--- config.mk ---
export PLATFORM = sky130hd
export DESIGN_NAME = neuron_weight_sequencer
export DESIGN_NICKNAME = d
export VERILOG_FILES = /design/src/rtl/neuron_weight_sequencer.sv
export SDC_FILE = /design/constraint.sdc
export NUM_CORES = 1
export LEC_CHECK = 0
export BUFFER_PORTS_ARGS = -buffer_cell sky130_fd_sc_hd__buf_2
export CORE_MARGIN = 10
export CORE_UTILIZATION = 45
export CTS_CLUSTER_SIZE = 30
export DETAILED_ROUTE_END_ITERATION = 6
export GPL_ROUTABILITY_DRIVEN = 1
export PLACE_DENSITY = 0.82
export SYNTH_ARGS = -nofsm -noshare
export SYNTH_HDL_FRONTEND = slang
export SYNTH_SLANG_ARGS = --single-unit
--- constraint.sdc ---
create_clock -name clk -period 2.4 [get_ports clk]
set_input_delay 0.12 -clock clk [delete_from_list [all_inputs] [get_ports clk]]
set_output_delay 0.12 -clock clk [all_outputs]
set_load 0.02 [all_outputs]
--- src/rtl/neuron_weight_sequencer.sv ---
// rtl/neuron_weight_sequencer.sv - pairs streamed input samples with sequential weight reads for one neuron pass
// Weight data returns one cycle after ren, so the accepted sample is registered to meet it.
module neuron_weight_sequencer #(
  parameter int addressWidth = 10,
  parameter int dataWidth    = 16,
  parameter int numWeight    = 784
) (
  input  logic                  clk,
  input  logic                  rst,
  input  logic                  start,
  input  logic                  myinputValid,
  input  logic [dataWidth-1:0]  myinput,
  output logic                  myinputReady,
  output logic                  ren,
  output logic [addressWidth:0] raddr,
  input  logic [dataWidth-1:0]  wout,
  output logic                  mul_valid,
  output logic [dataWidth-1:0]  mul_in,
  output logic [dataWidth-1:0]  mul_w,
  output logic                  mul_last,
  output logic                  busy,
  output logic                  done
);

  typedef enum logic [1:0] {IDLE, RUN, DRAIN, DONE} state_e;

  localparam logic [addressWidth:0] LastIdx = (addressWidth+1)'(numWeight - 1);

  state_e                  state_q, state_d;
  logic [addressWidth:0]   count_q, count_d;
  logic [dataWidth-1:0]    mul_in_q, mul_in_d;
  logic                    mul_valid_q, mul_valid_d;
  logic                    mul_last_q, mul_last_d;
  logic                    accept;

  always_ff @(posedge clk) begin
    if (rst) begin
      state_q     <= IDLE;
      count_q     <= '0;
      mul_in_q    <= '0;
      mul_valid_q <= 1'b0;
      mul_last_q  <= 1'b0;
    end else begin
      state_q     <= state_d;
      count_q     <= count_d;
      mul_in_q    <= mul_in_d;
      mul_valid_q <= mul_valid_d;
      mul_last_q  <= mul_last_d;
    end
  end

  // Combinational outputs are gated by rst so a reset cycle never issues a read.
  always_comb begin
    state_d      = state_q;
    count_d      = count_q;
    mul_in_d     = mul_in_q;
    mul_valid_d  = 1'b0;
    mul_last_d   = 1'b0;
    myinputReady = 1'b0;
    ren          = 1'b0;
    raddr        = '0;
    busy         = 1'b0;
    done         = 1'b0;
    accept       = 1'b0;
    if (!rst) begin
      case (state_q)
        IDLE: begin
          if (start) begin
            state_d = RUN;
            count_d = '0;
          end
        end
        RUN: begin
          busy         = 1'b1;
          myinputReady = 1'b1;
          accept       = myinputValid;
          if (accept) begin
            ren         = 1'b1;
            raddr       = count_q;
            mul_in_d    = myinput;
            mul_valid_d = 1'b1;
            if (count_q == LastIdx) begin
              mul_last_d = 1'b1;
              state_d    = DRAIN;
            end else begin
              count_d = count_q + 1'b1;
            end
          end
        end
        DRAIN: begin
          busy    = 1'b1;
          state_d = DONE;
        end
        DONE: begin
          done    = 1'b1;
          state_d = IDLE;
        end
        default: state_d = IDLE;
      endcase
    end
  end

  assign mul_valid = mul_valid_q;
  assign mul_in    = mul_in_q;
  assign mul_last  = mul_last_q;
  assign mul_w     = wout;

endmodule
Word level (Yosys, flattened, before mapping)
Cells that the tools add are included.
{"block": "totals", "reg_bits": 31, "n_memories": 0, "inputBits": 36, "rom_bits": 0, "ram_bits": 0, "latch_bits": 0, "wordCells": 44}
{"block": "classes", "muxes": 21, "n_addsub": 1, "eq_ne": 8, "bitwise_logic": 2, "mul": 0, "n_reduce_logical": 7, "div_mod_pow": 0, "n_shift": 0, "n_lt_le_gt_ge": 0}
{"operator": "11-bit 2-to-1 mux", "count": 6}
{"operator": "11-bit case mux with 2 select lines", "count": 1}
{"operator": "11-bit by 1-bit adder with 11-bit output (second input constant)", "count": 1}
{"operator": "11-bit by 10-bit equality test with 1-bit output (second input constant)", "count": 1}
{"operator": "1-bit 2-to-1 mux", "count": 10}
{"operator": "2-bit inequality test (second input constant)", "count": 4}
{"operator": "2-bit case mux with 4 select lines", "count": 1}
{"operator": "2-bit 2-to-1 mux", "count": 3}
{"operator": "2-bit equality test (second input constant)", "count": 2}
{"operator": "4-bit AND reduction", "count": 1}
{"operator": "3-bit AND reduction", "count": 1}
{"operator": "3-bit OR reduction", "count": 1}
{"operator": "2-bit by 1-bit equality test with 1-bit output (second input constant)", "count": 1}
{"operator": "2-bit logical NOT", "count": 1}
{"operator": "1-bit inverter", "count": 2}
{"operator": "2-bit AND reduction", "count": 1}
{"operator": "2-bit nonzero test", "count": 1}
{"operator": "2-bit OR reduction", "count": 1}

Longest topological paths before layout
{"block": "logic_depth", "ltp_word": 4, "ltp_mapped": 8, "depth_no_buf": 6}

Worst setup path before layout
OpenSTA, ideal clock, no wires.
{"block": "synth_path", "path_type": "register -> register", "start": "reg count_q[5]", "end": "reg state_q[1]", "stages_incl_launch_ff": 6, "setup_slack_ps": 393, "n_path_buf": 1, "setup_ps": 121, "arrival_time_ps": 1886, "cell_sequence": "dfxtp_1 -> buf_6 -> or4_4 -> or4_4 -> a21o_1 -> mux2_4"}
{"block": "synth_between", "elab_chain_len": 3}
{"element": "start, declared", "line": "30", "rtl": "logic [addressWidth:0] count_q, count_d;"}
{"element": "start signal, assigned", "line": "45", "rtl": "count_q <= count_d;"}
{"element": "11-bit by 10-bit equality test with 1-bit output", "line": "82", "rtl": "if (count_q == LastIdx) begin"}
{"element": "2-bit inequality test (no source line)"}
{"element": "3-bit AND reduction (no source line)"}
{"element": "end signal, assigned", "line": "44", "rtl": "state_q <= state_d;"}
{"element": "end, declared", "line": "29", "rtl": "state_e state_q, state_d;"}
Every way passes these cells.
A chain may end at the register's enable or synchronous reset.

Worst setup path in the final report
{"block": "layout_path", "start": "reg count_q[0]", "end": "reg state_q[0]"}
Same word-level chain as after synthesis.

==> impl_metrics.env <==
export IMPL_wl_per_cell_um=13.7
export IMPL_worstPathArrival_ns=2.29
export IMPL_p_sw_uw=631
export IMPL_grt_pass1_wl_mm=6.35
export IMPL_period_minus_slack_ns=2.09
export IMPL_diodes=0
export IMPL_fin_ws_ns=0.306
export IMPL_start_util_pct=47.4
export IMPL_fmax_ghz=0.478
export IMPL_fillers=325
export IMPL_wirelength_mm=3.96
export IMPL_rsz0062_at_grt="false"
export IMPL_cts_hold_buf=0
export IMPL_fin_crit_sh_pct=87.3
export IMPL_via_per_inst=5.22
export IMPL_p_int_uw=1060
export IMPL_cts_buffers=5
export IMPL_clock_path_buffers=2
export IMPL_ys_seq_area_share_pct=38.3
export IMPL_async_flop_share_pct=0
export IMPL_synth_distinct_cells=33
export IMPL_grt_pass1_vias=1354
export IMPL_gp_congestion=0.925
export IMPL_grt_start_max_net_pins=32
export IMPL_power_frac_comb_pct=38.3
export IMPL_final_setup_viol_count=0
export IMPL_status="completed"
export IMPL_clkSinkCount=31
export IMPL_grt_ovfl_total=0
export IMPL_drt_iter0_drc=165
export IMPL_tightest_slew_ns=0.559
export IMPL_hold_violations=0
export IMPL_yosys_register_bits=31
export IMPL_synth_top_flop_cell="dfxtp_1"
export IMPL_p_seq_share_pct=36.6
export IMPL_cap_viol_max_count=0
export IMPL_cts_resized_gates=0
export IMPL_syn_area_um2=1620
export IMPL_cts_root_buf="clkbuf_4"
export IMPL_htreeDepth=2
export IMPL_dieArea_um2=6400
export IMPL_drv_slew=0
export IMPL_synth_top_area_share_pct=38.3
export IMPL_endpoint_kind="register"
export IMPL_switching_share_pct=37.3
export IMPL_clkSlewWorstSetupHoldPaths_ns=0.10
export IMPL_synth_warnings=0
export IMPL_syn_to_final_growth_pct=16.4
export IMPL_postSynthAreaPerCell_um2=7.86
export IMPL_cts_setup_buffers=0
export IMPL_antenna_found_initial=0
export IMPL_fp_coreArea_um2=3420
export IMPL_hpwlAfterDp_mm=2.96
export IMPL_num_vias=1508
export IMPL_core_rowCount=21
export IMPL_power_leakage_uw=0.000842
export IMPL_ios=85
export IMPL_cp_max_fo=6
export IMPL_worst_setup_path_start_kind="register"
export IMPL_die_y_um=80.0
export IMPL_final_core_util_pct=55.2
export IMPL_synthTopCellsByArea="dfxtp_1 (38%), nand2_1 (10%), buf_4 (7.4%), a21oi_1 (6.5%), and3_1 (4.6%)"
export IMPL_powerDensity_nw_per_um2=899
export IMPL_maxSlewHeadroom_pct=62.4
export IMPL_clockPowerShare_pct=25.2
export IMPL_path_class="reg -> reg"
export IMPL_first_pass_iters=4
export IMPL_clk_latency_ns=0.32
export IMPL_postRouteAntennaNets=0
export IMPL_synth_enable_flop_cells=0
export IMPL_skew_ns=0.00717
export IMPL_num_nets_final=283
export IMPL_die_w_um=80.0
export IMPL_seq_area_um2=621
export IMPL_multi_input_area_um2=818
export IMPL_drc=0
export IMPL_worstPathRequired_ns=2.60
export IMPL_layout_drive_gt1_share_pct=28.8
export IMPL_peakVddDrop_uv=418
export IMPL_hold_class="in -> reg"
export IMPL_numPortBuffers=52
export IMPL_synth_top_cell_by_area="dfxtp_1"
export IMPL_cts_tree="built"
export IMPL_place_ws_ns=0.308
export IMPL_tns_ns=0
export IMPL_globalRouteTotalUtil_pct=12.1
export IMPL_syn_nets=247
export IMPL_synthCells=206
## synth_stat cells, types with 5 or more instances
master	count
a21oi_1	21
and3_1	12
dfxtp_1	31
ha_1	5
o21ai_0	9
nand3_1	5
nand2_1	45
buf_4	16
clkbuf_1	10
a31oi_1	6
nor2_1	5
## per-layer routing
| metal | wire length (µm) | track usage [%] | up-vias |
|---|---|---|---|
| met5 | 0 | 0 | - |
| met4 | 40 | 4.58 | 0 |
| met3 | 371 | 4.84 | 5 |
| met2 | 1800 | 19.2 | 54 |
| met1 | 1750 | 14.3 | 674 |
| li1 | - | - | 775 |
## power groups by stage
| stage | clock (µW) | sequential, µW | combinational [µW] |
|---|---|---|---|
| 2_1_floorplan | 0 | 677 | 452 |
| 3_3_place_gp | 0 | 628 | 647 |
| 3_5_place_dp | 0 | 631 | 652 |
| 4_1_cts | 437 | 620 | 654 |
| 5_1_grt | 457 | 630 | 736 |
| 6_report | 427 | 620 | 648 |
## flip-flops by register name (all words and copies together) (netlist names)
register,flops
mul_valid,1
mul_last,1
count_q,11
mul_in,16
state_q,2
## worst paths after layout
kind,cells after the start,start,slack [ns],end
min,3,myinput[0],0.02,mul_in[0]
max reg2reg,5,count_q[0],0.31,state_q[0]
min reg2reg,2,mul_in[3],0.46,mul_in[3]
max,5,count_q[0],0.31,state_q[0]
## placed cells by master (no fill, tap or decap), drive strengths merged, types with 2 or more instances in the layout
cell type,netlist,final
clkbuf,10,6
nor2,5,5
o31a,2,2
nand2b,4,4
nor3,2,2
inv,3,3
o21ai,9,9
buf,17,56
and3,12,12
or2,2,2
nand3,5,5
or4,4,4
a311oi,3,3
dfxtp,31,31
and2,3,3
ha,5,5
nand2,45,45
nor2b,4,4
nand4,3,3
a21oi,21,21
a31oi,6,6
## cell type report
cell class | count | area share, %
clock inverter | 2 | 1.86
multi-input combinational | 145 | 43.4
tap | 46 | 3.05
clock buffer | 6 | 2.72
timing repair buffer | 56 | 15.4
sequential | 31 | 32.9
inverter | 3 | 0.598
## through the flow
| stage | hold WS, ns | instance area, µm² | cells | total power, µW |
|---|---|---|---|---|
| after CTS | 0.00669 | 1880 | 289 | 1710 |
| after detailed placement | 0.240 | 1800 | 281 | 1280 |
| after floorplan | 0.256 | 1620 | 206 | 1130 |
| final | 0.0185 | 1880 | 289 | 1690 |
| after global routing | 0.0244 | 1880 | 289 | 1820 |
| after global placement | 0.240 | 1800 | 281 | 1270 |
## critical path, stage by stage, from the launching register on
cell	delay (ns)
dfxtp_1	0.42
ha_1	0.26
nand3_1	0.19
or4_4	0.59
a2111oi_0	0.42
a211oi_1	0.09
## cells by family (layout without fill, tap and decap cells)
logic type | Yosys count | after routing | share of synthesized area, %
buffers and inverters | 30 | 67 | 11.1
muxes | 1 | 1 | 0.927
adders and majority gates | 5 | 5 | 3.86
DFF | 31 | 31 | 38.3
AOI/OAI and AO/OA | 47 | 47 | 17.2
and+or+nand+nor | 92 | 92 | 28.6
Note: power is estimated with default switching activity, not from simulation.
